$ cat src/rtl/cpu54_imm_pkg.sv
// Shared definitions for the ID->EX immediate stage: imm_sel encodings,
// default widths, the registered payload layout and the skid-buffer states.
package cpu54_imm_pkg;

    localparam int DEF_DATA_W = 32;
    localparam int DEF_SEL_W  = 3;

    localparam logic [DEF_SEL_W-1:0] IMM_RT     = 3'd0;
    localparam logic [DEF_SEL_W-1:0] IMM_ZEXT5  = 3'd1;
    localparam logic [DEF_SEL_W-1:0] IMM_ZEXT16 = 3'd2;
    localparam logic [DEF_SEL_W-1:0] IMM_SEXT16 = 3'd3;
    localparam logic [DEF_SEL_W-1:0] IMM_LUI    = 3'd4;

    typedef struct packed {
        logic [DEF_DATA_W-1:0] op_b;
        logic [DEF_DATA_W-1:0] branch_target;
        logic                  illegal_sel;
    } stage_payload_t;

    // Encoded so that state == FULL is exactly "skid register occupied".
    typedef enum logic [1:0] {
        SKID_EMPTY = 2'd0,
        SKID_ONE   = 2'd1,
        SKID_FULL  = 2'd2
    } skid_state_t;

endpackage

$ cat src/rtl/imm_skid_buf.sv
// Generic 2-entry valid/ready skid buffer: main register M drives the output,
// skid register S absorbs one entry so in_ready can come straight from a flop.
module imm_skid_buf
    import cpu54_imm_pkg::*;
#(
    parameter int W = 65
) (
    input  logic         clk,
    input  logic         rst,
    input  logic         flush,
    input  logic         in_valid,
    output logic         in_ready,
    input  logic [W-1:0] in_data,
    output logic         out_valid,
    input  logic         out_ready,
    output logic [W-1:0] out_data
);

    // Handshake: a word moves on any cycle where valid and ready are both high;
    // a producer holds valid and data steady until that happens.
    skid_state_t state, state_n;
    logic [W-1:0] m_data, s_data;
    logic         ready_q, ready_n;
    logic         accept, deliver;
    logic         load_m, load_s, m_from_s;

    assign accept    = in_valid & ready_q;
    assign deliver   = (state != SKID_EMPTY) & out_ready;
    assign in_ready  = ready_q;
    assign out_valid = (state != SKID_EMPTY);
    assign out_data  = m_data;

    always_comb begin
        state_n  = state;
        load_m   = 1'b0;
        load_s   = 1'b0;
        m_from_s = 1'b0;
        case (state)
            SKID_EMPTY: begin
                if (accept) begin
                    load_m  = 1'b1;
                    state_n = SKID_ONE;
                end
            end
            SKID_ONE: begin
                if (deliver && accept) begin
                    load_m = 1'b1;
                end else if (deliver) begin
                    state_n = SKID_EMPTY;
                end else if (accept) begin
                    load_s  = 1'b1;
                    state_n = SKID_FULL;
                end
            end
            SKID_FULL: begin
                if (deliver) begin
                    m_from_s = 1'b1;
                    state_n  = SKID_ONE;
                end
            end
            default: state_n = SKID_EMPTY;
        endcase
        // Flush wins over any same-cycle transfer; stale data may stay behind.
        if (flush) begin
            state_n  = SKID_EMPTY;
            load_m   = 1'b0;
            load_s   = 1'b0;
            m_from_s = 1'b0;
        end
        ready_n = (state_n != SKID_FULL);
    end

    always_ff @(posedge clk) begin
        if (rst) begin
            state   <= SKID_EMPTY;
            ready_q <= 1'b0;
            m_data  <= '0;
            s_data  <= '0;
        end else begin
            state   <= state_n;
            ready_q <= ready_n;
            if (load_m) begin
                m_data <= in_data;
            end else if (m_from_s) begin
                m_data <= s_data;
            end
            if (load_s) begin
                s_data <= in_data;
            end
        end
    end

endmodule

$ cat src/rtl/id_ex_imm_stage.sv
// ID->EX stage: selects operand B, precomputes the branch target and registers
// both behind a skid buffer. Define IMM_SEL_CHECK_EN to carry an illegal-select flag.
module id_ex_imm_stage
    import cpu54_imm_pkg::*;
#(
    parameter int DATA_W = DEF_DATA_W,
    parameter int SEL_W  = DEF_SEL_W
) (
    input  logic              clk,
    input  logic              rst,
    input  logic              in_valid,
    output logic              in_ready,
    input  logic [SEL_W-1:0]  imm_sel,
    input  logic [15:0]       imm16,
    input  logic [DATA_W-1:0] zero_ext5,
    input  logic [DATA_W-1:0] zero_ext16,
    input  logic [DATA_W-1:0] sign_ext16,
    input  logic [DATA_W-1:0] sign_ext18,
    input  logic [DATA_W-1:0] rt_data,
    input  logic [DATA_W-1:0] pc_plus4,
    input  logic              flush,
    output logic              out_valid,
    input  logic              out_ready,
    output logic [DATA_W-1:0] op_b,
    output logic [DATA_W-1:0] branch_target,
    output logic              illegal_sel
);

    logic [DATA_W-1:0] op_b_sel;
    logic [DATA_W-1:0] target_sum;

    always_comb begin
        op_b_sel = '0;
        case (imm_sel)
            IMM_RT:     op_b_sel = rt_data;
            IMM_ZEXT5:  op_b_sel = zero_ext5;
            IMM_ZEXT16: op_b_sel = zero_ext16;
            IMM_SEXT16: op_b_sel = sign_ext16;
            IMM_LUI:    op_b_sel = {imm16, 16'h0000};
            default:    op_b_sel = '0;
        endcase
    end

    // Carry out is dropped: the target wraps modulo 2^DATA_W.
    assign target_sum = pc_plus4 + sign_ext18;

`ifdef IMM_SEL_CHECK_EN
    localparam int PAY_W = $bits(stage_payload_t);

    logic           sel_illegal;
    stage_payload_t pay_in, pay_out;
    logic [PAY_W-1:0] skid_out;

    assign sel_illegal = (imm_sel > IMM_LUI);
    assign pay_in      = '{op_b: op_b_sel, branch_target: target_sum, illegal_sel: sel_illegal};
    assign pay_out     = skid_out;

    imm_skid_buf #(.W(PAY_W)) u_skid (
        .clk       (clk),
        .rst       (rst),
        .flush     (flush),
        .in_valid  (in_valid),
        .in_ready  (in_ready),
        .in_data   (pay_in),
        .out_valid (out_valid),
        .out_ready (out_ready),
        .out_data  (skid_out)
    );

    assign op_b          = pay_out.op_b;
    assign branch_target = pay_out.branch_target;
    assign illegal_sel   = pay_out.illegal_sel;

    sel_legal_on_accept: assert property (@(posedge clk) disable iff (rst)
        (in_valid && in_ready) |-> !sel_illegal);
`else
    logic [2*DATA_W-1:0] skid_out;

    imm_skid_buf #(.W(2*DATA_W)) u_skid (
        .clk       (clk),
        .rst       (rst),
        .flush     (flush),
        .in_valid  (in_valid),
        .in_ready  (in_ready),
        .in_data   ({op_b_sel, target_sum}),
        .out_valid (out_valid),
        .out_ready (out_ready),
        .out_data  (skid_out)
    );

    assign op_b          = skid_out[2*DATA_W-1:DATA_W];
    assign branch_target = skid_out[DATA_W-1:0];
    assign illegal_sel   = 1'b0;
`endif

endmodule

$ cat config.mk
export PLATFORM = sky130hd
export DESIGN_NAME = id_ex_imm_stage
export DESIGN_NICKNAME = d
export VERILOG_FILES = /design/src/rtl/cpu54_imm_pkg.sv /design/src/rtl/imm_skid_buf.sv /design/src/rtl/id_ex_imm_stage.sv
export SDC_FILE = /design/constraint.sdc
export NUM_CORES = 1
export LEC_CHECK = 0
export CAP_MARGIN = 20
export CORE_MARGIN = 2
export CORE_UTILIZATION = 58
export DETAILED_ROUTE_END_ITERATION = 10
export DONT_BUFFER_PORTS = 1
export PLACE_DENSITY = 0.76
export RECOVER_POWER = 25
export SLEW_MARGIN = 10
export SYNTH_ARGS = -nofsm -noshare
export SYNTH_HDL_FRONTEND = slang
export SYNTH_SLANG_ARGS = --single-unit
$ cat constraint.sdc
create_clock -name clk -period 2.3 [get_ports clk]
set_input_delay 0.23 -clock clk [delete_from_list [all_inputs] [get_ports clk]]
set_output_delay 0.23 -clock clk [all_outputs]
set_load 0.1 [all_outputs]
==> summary.md, run 1 <==
| Metric | Value |
|---|---|
| Status | complete, no violations |
| Fraction of registers with async set/reset | 0% |
| Number of max-cap violations | 0 |
| Post-Syn Area per Cell | about 8.4 um2 |
| I/O pin total | between 200 and 300 |
| Post-layout worst setup margin | 0.08213 ns |
| Final cycle utilization of the critical path | 96.43% |
| Wl on met1 | ~10,000 um |
| Synthesized flop and latch total | between 100 and 150 |
| Peak supply drop | slightly below 800 uV |
| First-pass GRT wire length | approximately 37,000 um |
| Seq/Total Area, Yosys | 31.41% |
| WL met2 | between 10,000 and 15,000 um |
| Top sig layer | met5 |
| Root Buffer | clkbuf_16 |
| Cells along the critical path | nand2_1, nor4_2, bufbuf_16, nand2_1, a21oi_1, dlygate4sd3_1 |
| Setup Fix Bufs, Post-CTS | 0 |
| CP max stage cell | dlygate4sd3_1 |
| Crit-path most repeated cell | nand2_1 |
| Yosys cell types | 72 |
| Critical Path RT | about 2.7 ns |
| Top cell family by delay on the critical path | buffers and inverters |
| Vias | about 8,200 |
| Post-route setup TNS | 0 ns |
| Overall routing resource usage | approximately 30% |
| Setup CP Type | flip-flop to flip-flop |
| Worst Max-Slew Pin Slew | approximately 1.3 ns |
| Grt total ovfl | 0 |
| Total CTS buffers | 17 |
| Clk_skew | approximately 0.0075 ns |
| DR pass1 iterations | 5 |
| Max FO, Critical Path | between 40 and 50 |
| Synth warn | 0 |
| P&R area growth vs syn | 19.18% |
| Final wirelength | between 20,000 and 25,000 um |
| Initial antenna violation count | 2 |
| Clock transition at path regs | 0.06 ns |
| Commonest non-fill, non-tap cell in the layout | dfxtp_1 |
| Clock tree from TritonCTS | built |
| Via-per-instance ratio | 6.426 |
| Core Area | roughly 14,000 um2 |
| Pwr Total | about 7 mW |
| Largest net degree at the start of global routing | 106 |
| Nets | between 1,000 and 1,500 |
| Cells after Synth | around 1,000 |
| Leak pwr | about 3.6 nW |
| Fin crit period | around 2.2 ns |
| Type of origin of the critical path | flip-flop |
| Final number of hold-violating endpoints | 0 |
| Clk buf depth | 2 |
| Htree depth | 4 |
| Initial DRC Count | 731 |
| Slew Limit Fails | 0 |
| WP data arrival | 2.57 ns |
| Die area | ~15,000 um2 |
| Initial Util | between 50% and 60% |
| Sink Count | 131 |
| Delay of the slowest cell on the worst path | 0.57 ns |
| Post-Place Worst Slack | -0.2174 ns |
| GPL Wtd Cong | 0.9238 |
| Final setup viols | 0 |
| Netlist Area Pre-Place | 8349 um2 |
| Max-slew headroom | a little under an eighth |
| Hold slack | around 0.018 ns |
| Vias in the first global route | approximately 7,400 |
| Fin cells | approximately 1,300 |
| Buffers on Ports | 0 |
| Share of cells above drive strength 1 | between 15 and 20% |
| Met3 routed WL | 2009 um |
| Synth Flop Type | dfxtp_1 |
| WL/cell | between 15 and 20 um |
| Post-route ant nets | 0 |
| Min-Delay Path Class | input pin to flip-flop |
| Bufs and invs on worst path | 2 |
| Peak Freq | approximately 450 MHz |
| PwrDens | between 600 and 700 nW/um2 |
| Die Ht | 124.0 um |
| Clock Latency Late Sink | roughly 0.4 ns |
| Dpl hpwl | approximately 17,000 um |
| EDFF count, synth | 0 |
| DIE WIDTH | 124.0 um |
| Syn nets | 1,246 |
| Worst setup EP type | flip-flop |
| Row count | 43 |
| Cells after DPL | between 1,000 and 1,500 |
| DRC viols | 0 |
| Leading cell types in the layout, fill and taps excluded | dfxtp_1 (130), nand2_1 (114), a211oi_1 (93) |
cell families after synthesis:
logic type | synth area share (%)
XOR/XNOR | 2.308
adder cells (fa/ha/maj) | 4.885
buffers and inverters | 4.391
flip-flops | 31.41
AO/OA/AOI/OAI | 27.62
multiplexers | 10.33
other | 0.04491
AND/OR/NAND/NOR | 19.02
metal layers:
layer	track usage [%]	up-vias
met5	0	-
met4	9.621	2
met3	8.333	51
met2	48.52	348
met1	39.39	3888
li1	-	3904
worst register-to-register path, delay by kind of cell (launching register included):
family                 cells  cell delay, ns
buffers and inverters      2            0.99
AND/OR/NAND/NOR            3            0.64
flip-flops                 1            0.37
AO/OA/AOI/OAI              1            0.15
registers in the layout, indices dropped and copies added, names as in the netlist:
register	flops
u_skid.out_data	64
u_skid.in_ready	1
u_skid.state	2
u_skid.s_data	64
repair_timing:
action	4_1_cts	5_1_grt
resized for setup	0	3
endpoints found under the hold margin	116	0
hold buffers	14	0
endpoints found under the setup margin	0	8
final cells by class:
cell class                 count  area, um2
multi-input combinational    778       5395
fill                        1138       4038
sequential                   131       2624
timing repair buffer         145       1049
clock buffer                  19      452.9
tap                          180      225.2
clock inverter                13      172.7
inverter                       8      30.03
antenna                        1      2.502
synth_stat cells (all sizes together), types with 6 or more instances:
library cell  instances  area share, %
a211oi               95            8.6
o211ai                6           0.54
o21ai                33            2.0
nand2               117            5.3
a21oi                75            4.9
nor2b                41            3.1
xnor2                10            1.0
o21bai                6           0.58
xor2                 12            1.3
or4                   6           0.54
and3                  7           0.54
a22oi                42            3.8
buf                  30            1.7
ha                   31            4.6
mux2                 17            2.3
nor3                 16            1.1
nor4                  7           0.60
o22a                 15            1.6
mux4                 16            4.3
nand4                11           0.82
a21o                 10           0.90
dfxtp               131             31
nand3                23            1.4
clkbuf               51            2.3
nor2                 80            3.6
mux2i                31            3.7
inv                   7           0.31
a31oi                 9           0.93
final timing paths:
kind,from,endpoint,slack (ns),cells past startpoint
setup reg to reg,u_skid.state[0],u_skid.s_data[36],0.08,6
setup / recovery,u_skid.state[0],u_skid.s_data[36],0.08,6
hold / removal,rst,u_skid.s_data[22],0.02,2
hold reg to reg,u_skid.s_data[37],u_skid.s_data[37],0.46,2
where the power goes:
group / internal [mW] / switching, mW
clock network: 1.78 / 1.06
logic: 0.569 / 1.13
registers: 2.34 / 0.0331
through the flow:
stage	instance area, um2	utilization [%]
floorplan	8359	-
global placement	9320	66.63
detailed placement	9320	66.63
CTS	10100	72.23
global route	9951	71.14
finish	9951	71.14
No activity file was read; power rests on OpenSTA's default activity.
==> run 2: changes to the inputs <==
--- a/config.mk
+++ b/config.mk
@@ -5,13 +5,12 @@
 export SDC_FILE = /design/constraint.sdc
 export NUM_CORES = 1
 export LEC_CHECK = 0
-export CAP_MARGIN = 20
+export CAP_MARGIN = 25
 export CORE_MARGIN = 2
 export CORE_UTILIZATION = 58
 export DETAILED_ROUTE_END_ITERATION = 10
 export DONT_BUFFER_PORTS = 1
 export PLACE_DENSITY = 0.76
-export RECOVER_POWER = 25
 export SLEW_MARGIN = 10
 export SYNTH_ARGS = -nofsm -noshare
 export SYNTH_HDL_FRONTEND = slang
==> summary.md, run 2 (synthesis gave the netlist of run 1 again) <==
| Metric | Value |
|---|---|
| Status | complete, no violations |
| Clk_skew | 0.006980 ns (-0.0004853 ns) |
| Min-Delay Path Class | input pin to flip-flop |
| Die area | 15,370 um2 (unchanged) |
| Gate power share | 25.0% (+0.4 points) |
| Dpl hpwl | 17,210 um (unchanged) |
| Crit-path most repeated cell | nand2_1 |
| Core Area | 13,990 um2 (unchanged) |
| Placed instance area | 9320 um2 (unchanged) |
| Number of max-cap violations | 0 (unchanged) |
| Row count | 43 (unchanged) |
| Peak supply drop | 793.0 uV (-0.24%) |
| WP data arrival | 2.56 ns (about the same) |
| Total CTS buffers | 17 (unchanged) |
| Area of the multi-input gates | 5395 um2 (unchanged) |
| Overall routing resource usage | 30.17% (unchanged) |
| Share of cells above drive strength 1 | 20.93% (+4.4 points) |
| Clk buf depth | 2 (unchanged) |
| Clock transition at path regs | 0.06 ns (about the same) |
| Cells along the critical path | nand2_1, nor4_2, bufbuf_16, nand2_1, a21oi_1, dlygate4sd3_1 |
| Cells after DPL | 1,228 (unchanged) |
| NetSw | 2.228 mW (about the same) |
| Die Ht | 124.0 um (unchanged) |
| Final cycle utilization of the critical path | 96.06% (-0.37 points) |
| Clock Latency Late Sink | 0.41 ns (about the same) |
| Max-slew headroom | 65.71% (+54 points) |
| Root Buffer | clkbuf_16 |
| DRC viols | 0 (unchanged) |
| Final setup viols | 0 (unchanged) |
| Nets | 1,329 (unchanged) |
| Type of origin of the critical path | flip-flop |
| Final wirelength | 24,510 um (-0.25%) |
| Fill cell count | 1,096 (-3.7%) |
| Vias in the first global route | 7,360 (unchanged) |
| CP max stage cell | dlygate4sd3_1 |
| Htree depth | 4 (unchanged) |
| Post-route ant nets | 0 (unchanged) |
| Pwr Total | 6.952 mW (+0.54%) |
| Sequential share of power | 34.1% (-0.2 points) |
| Initial antenna violation count | 2 (unchanged) |
| Worst Max-Slew Pin Slew | 0.5173 ns (-0.8138 ns) |
| Sequential cell area | 2624 um2 (unchanged) |
| Buffers on Ports | 0 (unchanged) |
| Leak pwr | 3.802 nW (+5.5%) |
| Fin crit period | 2.209 ns (-0.008466 ns) |
| Fin cells | 1,276 (+0.078%) |
| Design area | 10,130 um2 (+1.8%) |
| Critical Path RT | 2.65 ns (about the same) |
| Clock tree from TritonCTS | built |
| Delay of the slowest cell on the worst path | 0.57 ns (about the same) |
| Leading cell types in the layout, fill and taps excluded | dfxtp_1 (130), buf_4 (125), nand2_1 (114) |
| Vias | 8,186 (-0.085%) |
| PwrDens | 686.0 nW/um2 (-1.3%) |
| Worst setup EP type | flip-flop |
| I/O pin total | 283 (unchanged) |
| Largest net degree at the start of global routing | 106 (unchanged) |
| DR pass1 iterations | 5 (unchanged) |
| Initial DRC Count | 691 (-5.5%) |
| Sink Count | 131 (unchanged) |
| First-pass GRT wire length | 36,650 um (unchanged) |
| GPL Wtd Cong | 0.9238 (unchanged) |
| Final number of hold-violating endpoints | 0 (unchanged) |
| Switching Share | 32.06% (-0.19 points) |
| DIE WIDTH | 124.0 um (unchanged) |
| P&R area growth vs syn | 21.37% |
| Setup CP Type | flip-flop to flip-flop |
| Max FO, Critical Path | 43 (unchanged) |
| Commonest non-fill, non-tap cell in the layout | dfxtp_1 |
| Peak Freq | 452.6 MHz (+0.38%) |
| Via-per-instance ratio | 6.415 (-0.16%) |
| Initial Util | 59.69% (unchanged) |
| Int Power | 4.723 mW (+0.82%) |
| Grt total ovfl | 0 (unchanged) |
| Clock share of power | 40.9% (-0.2 points) |
| Slew Limit Fails | 0 (unchanged) |
| Setup Fix Bufs, Post-CTS | 0 (unchanged) |
| WL/cell | 19.21 um (-0.33%) |
==> run 2: layer usage <==
layer,GRT usage [%],share of wire [%],vias to the layer above
met5,0,0.045,-
met4,9.621,2.0,2
met3,8.333,8.5,59
met2,48.52,48,345
met1,39.39,42,3871
li1,-,-,3909
==> run 2: timing repair <==
| item | 4_1_cts | 5_1_grt |
|---|---|---|
| hold buffers | 14 | 0 |
| hold endpoints to repair | 116 | 0 |
| setup endpoints to repair | 0 | 8 |
| gates resized for setup | 0 | 3 |
==> run 2: path summary, 6_finish.rpt <==
check | cells past startpoint | slack [ns] | endpoint | from
setup / recovery | 6 | 0.09 | u_skid.s_data[36] | u_skid.state[0]
hold / removal | 2 | 0.02 | u_skid.s_data[22] | rst
setup reg to reg | 6 | 0.09 | u_skid.s_data[36] | u_skid.state[0]
hold reg to reg | 2 | 0.46 | u_skid.s_data[37] | u_skid.s_data[37]
==> run 2: per-stage QoR <==
step           setup TNS [ns]  hold slack, ns  utilization [%]  setup slack [ns]
4_1_cts                     0        0.002825            72.23           0.05901
2_1_floorplan               0          0.3575                -          0.002909
3_3_place_gp          -0.6662          0.3059            66.63           -0.1272
5_1_grt              -0.01862         0.01629            72.42          -0.01862
3_5_place_dp           -1.711          0.3077            66.63           -0.2174
6_report                    0         0.02133            72.44           0.09059
==> run 2: power by group through the flow <==
| stage | clock (mW) | sequential, mW | combinational [mW] |
|---|---|---|---|
| 6_report | 2.84 | 2.37 | 1.74 |
| 4_1_cts | 2.86 | 2.37 | 1.73 |
| 2_1_floorplan | 0 | 2.85 | 0.881 |
| 3_5_place_dp | 0 | 2.42 | 1.67 |
| 3_3_place_gp | 0 | 2.42 | 1.66 |
| 5_1_grt | 2.97 | 2.37 | 1.86 |
==> run 2: final cells by class <==
class                   instances  share of cell area (%)
multi-input cells             778                   53.24
flip-flops and latches        131                   25.89
clock buffers                  19                   4.470
diodes                          2                 0.04939
inverters                       8                  0.2963
repair buffers                145                   12.12
clock inverters                13                   1.704
well taps                     180                   2.222
==> run 2: worst max-delay path: cells and delay by family, from the launching register on <==
kind / cells / cell delay (ns)
flip-flops: 1 / 0.37
AO/OA/AOI/OAI: 1 / 0.14
buffers and inverters: 2 / 1.00
AND/OR/NAND/NOR: 3 / 0.60
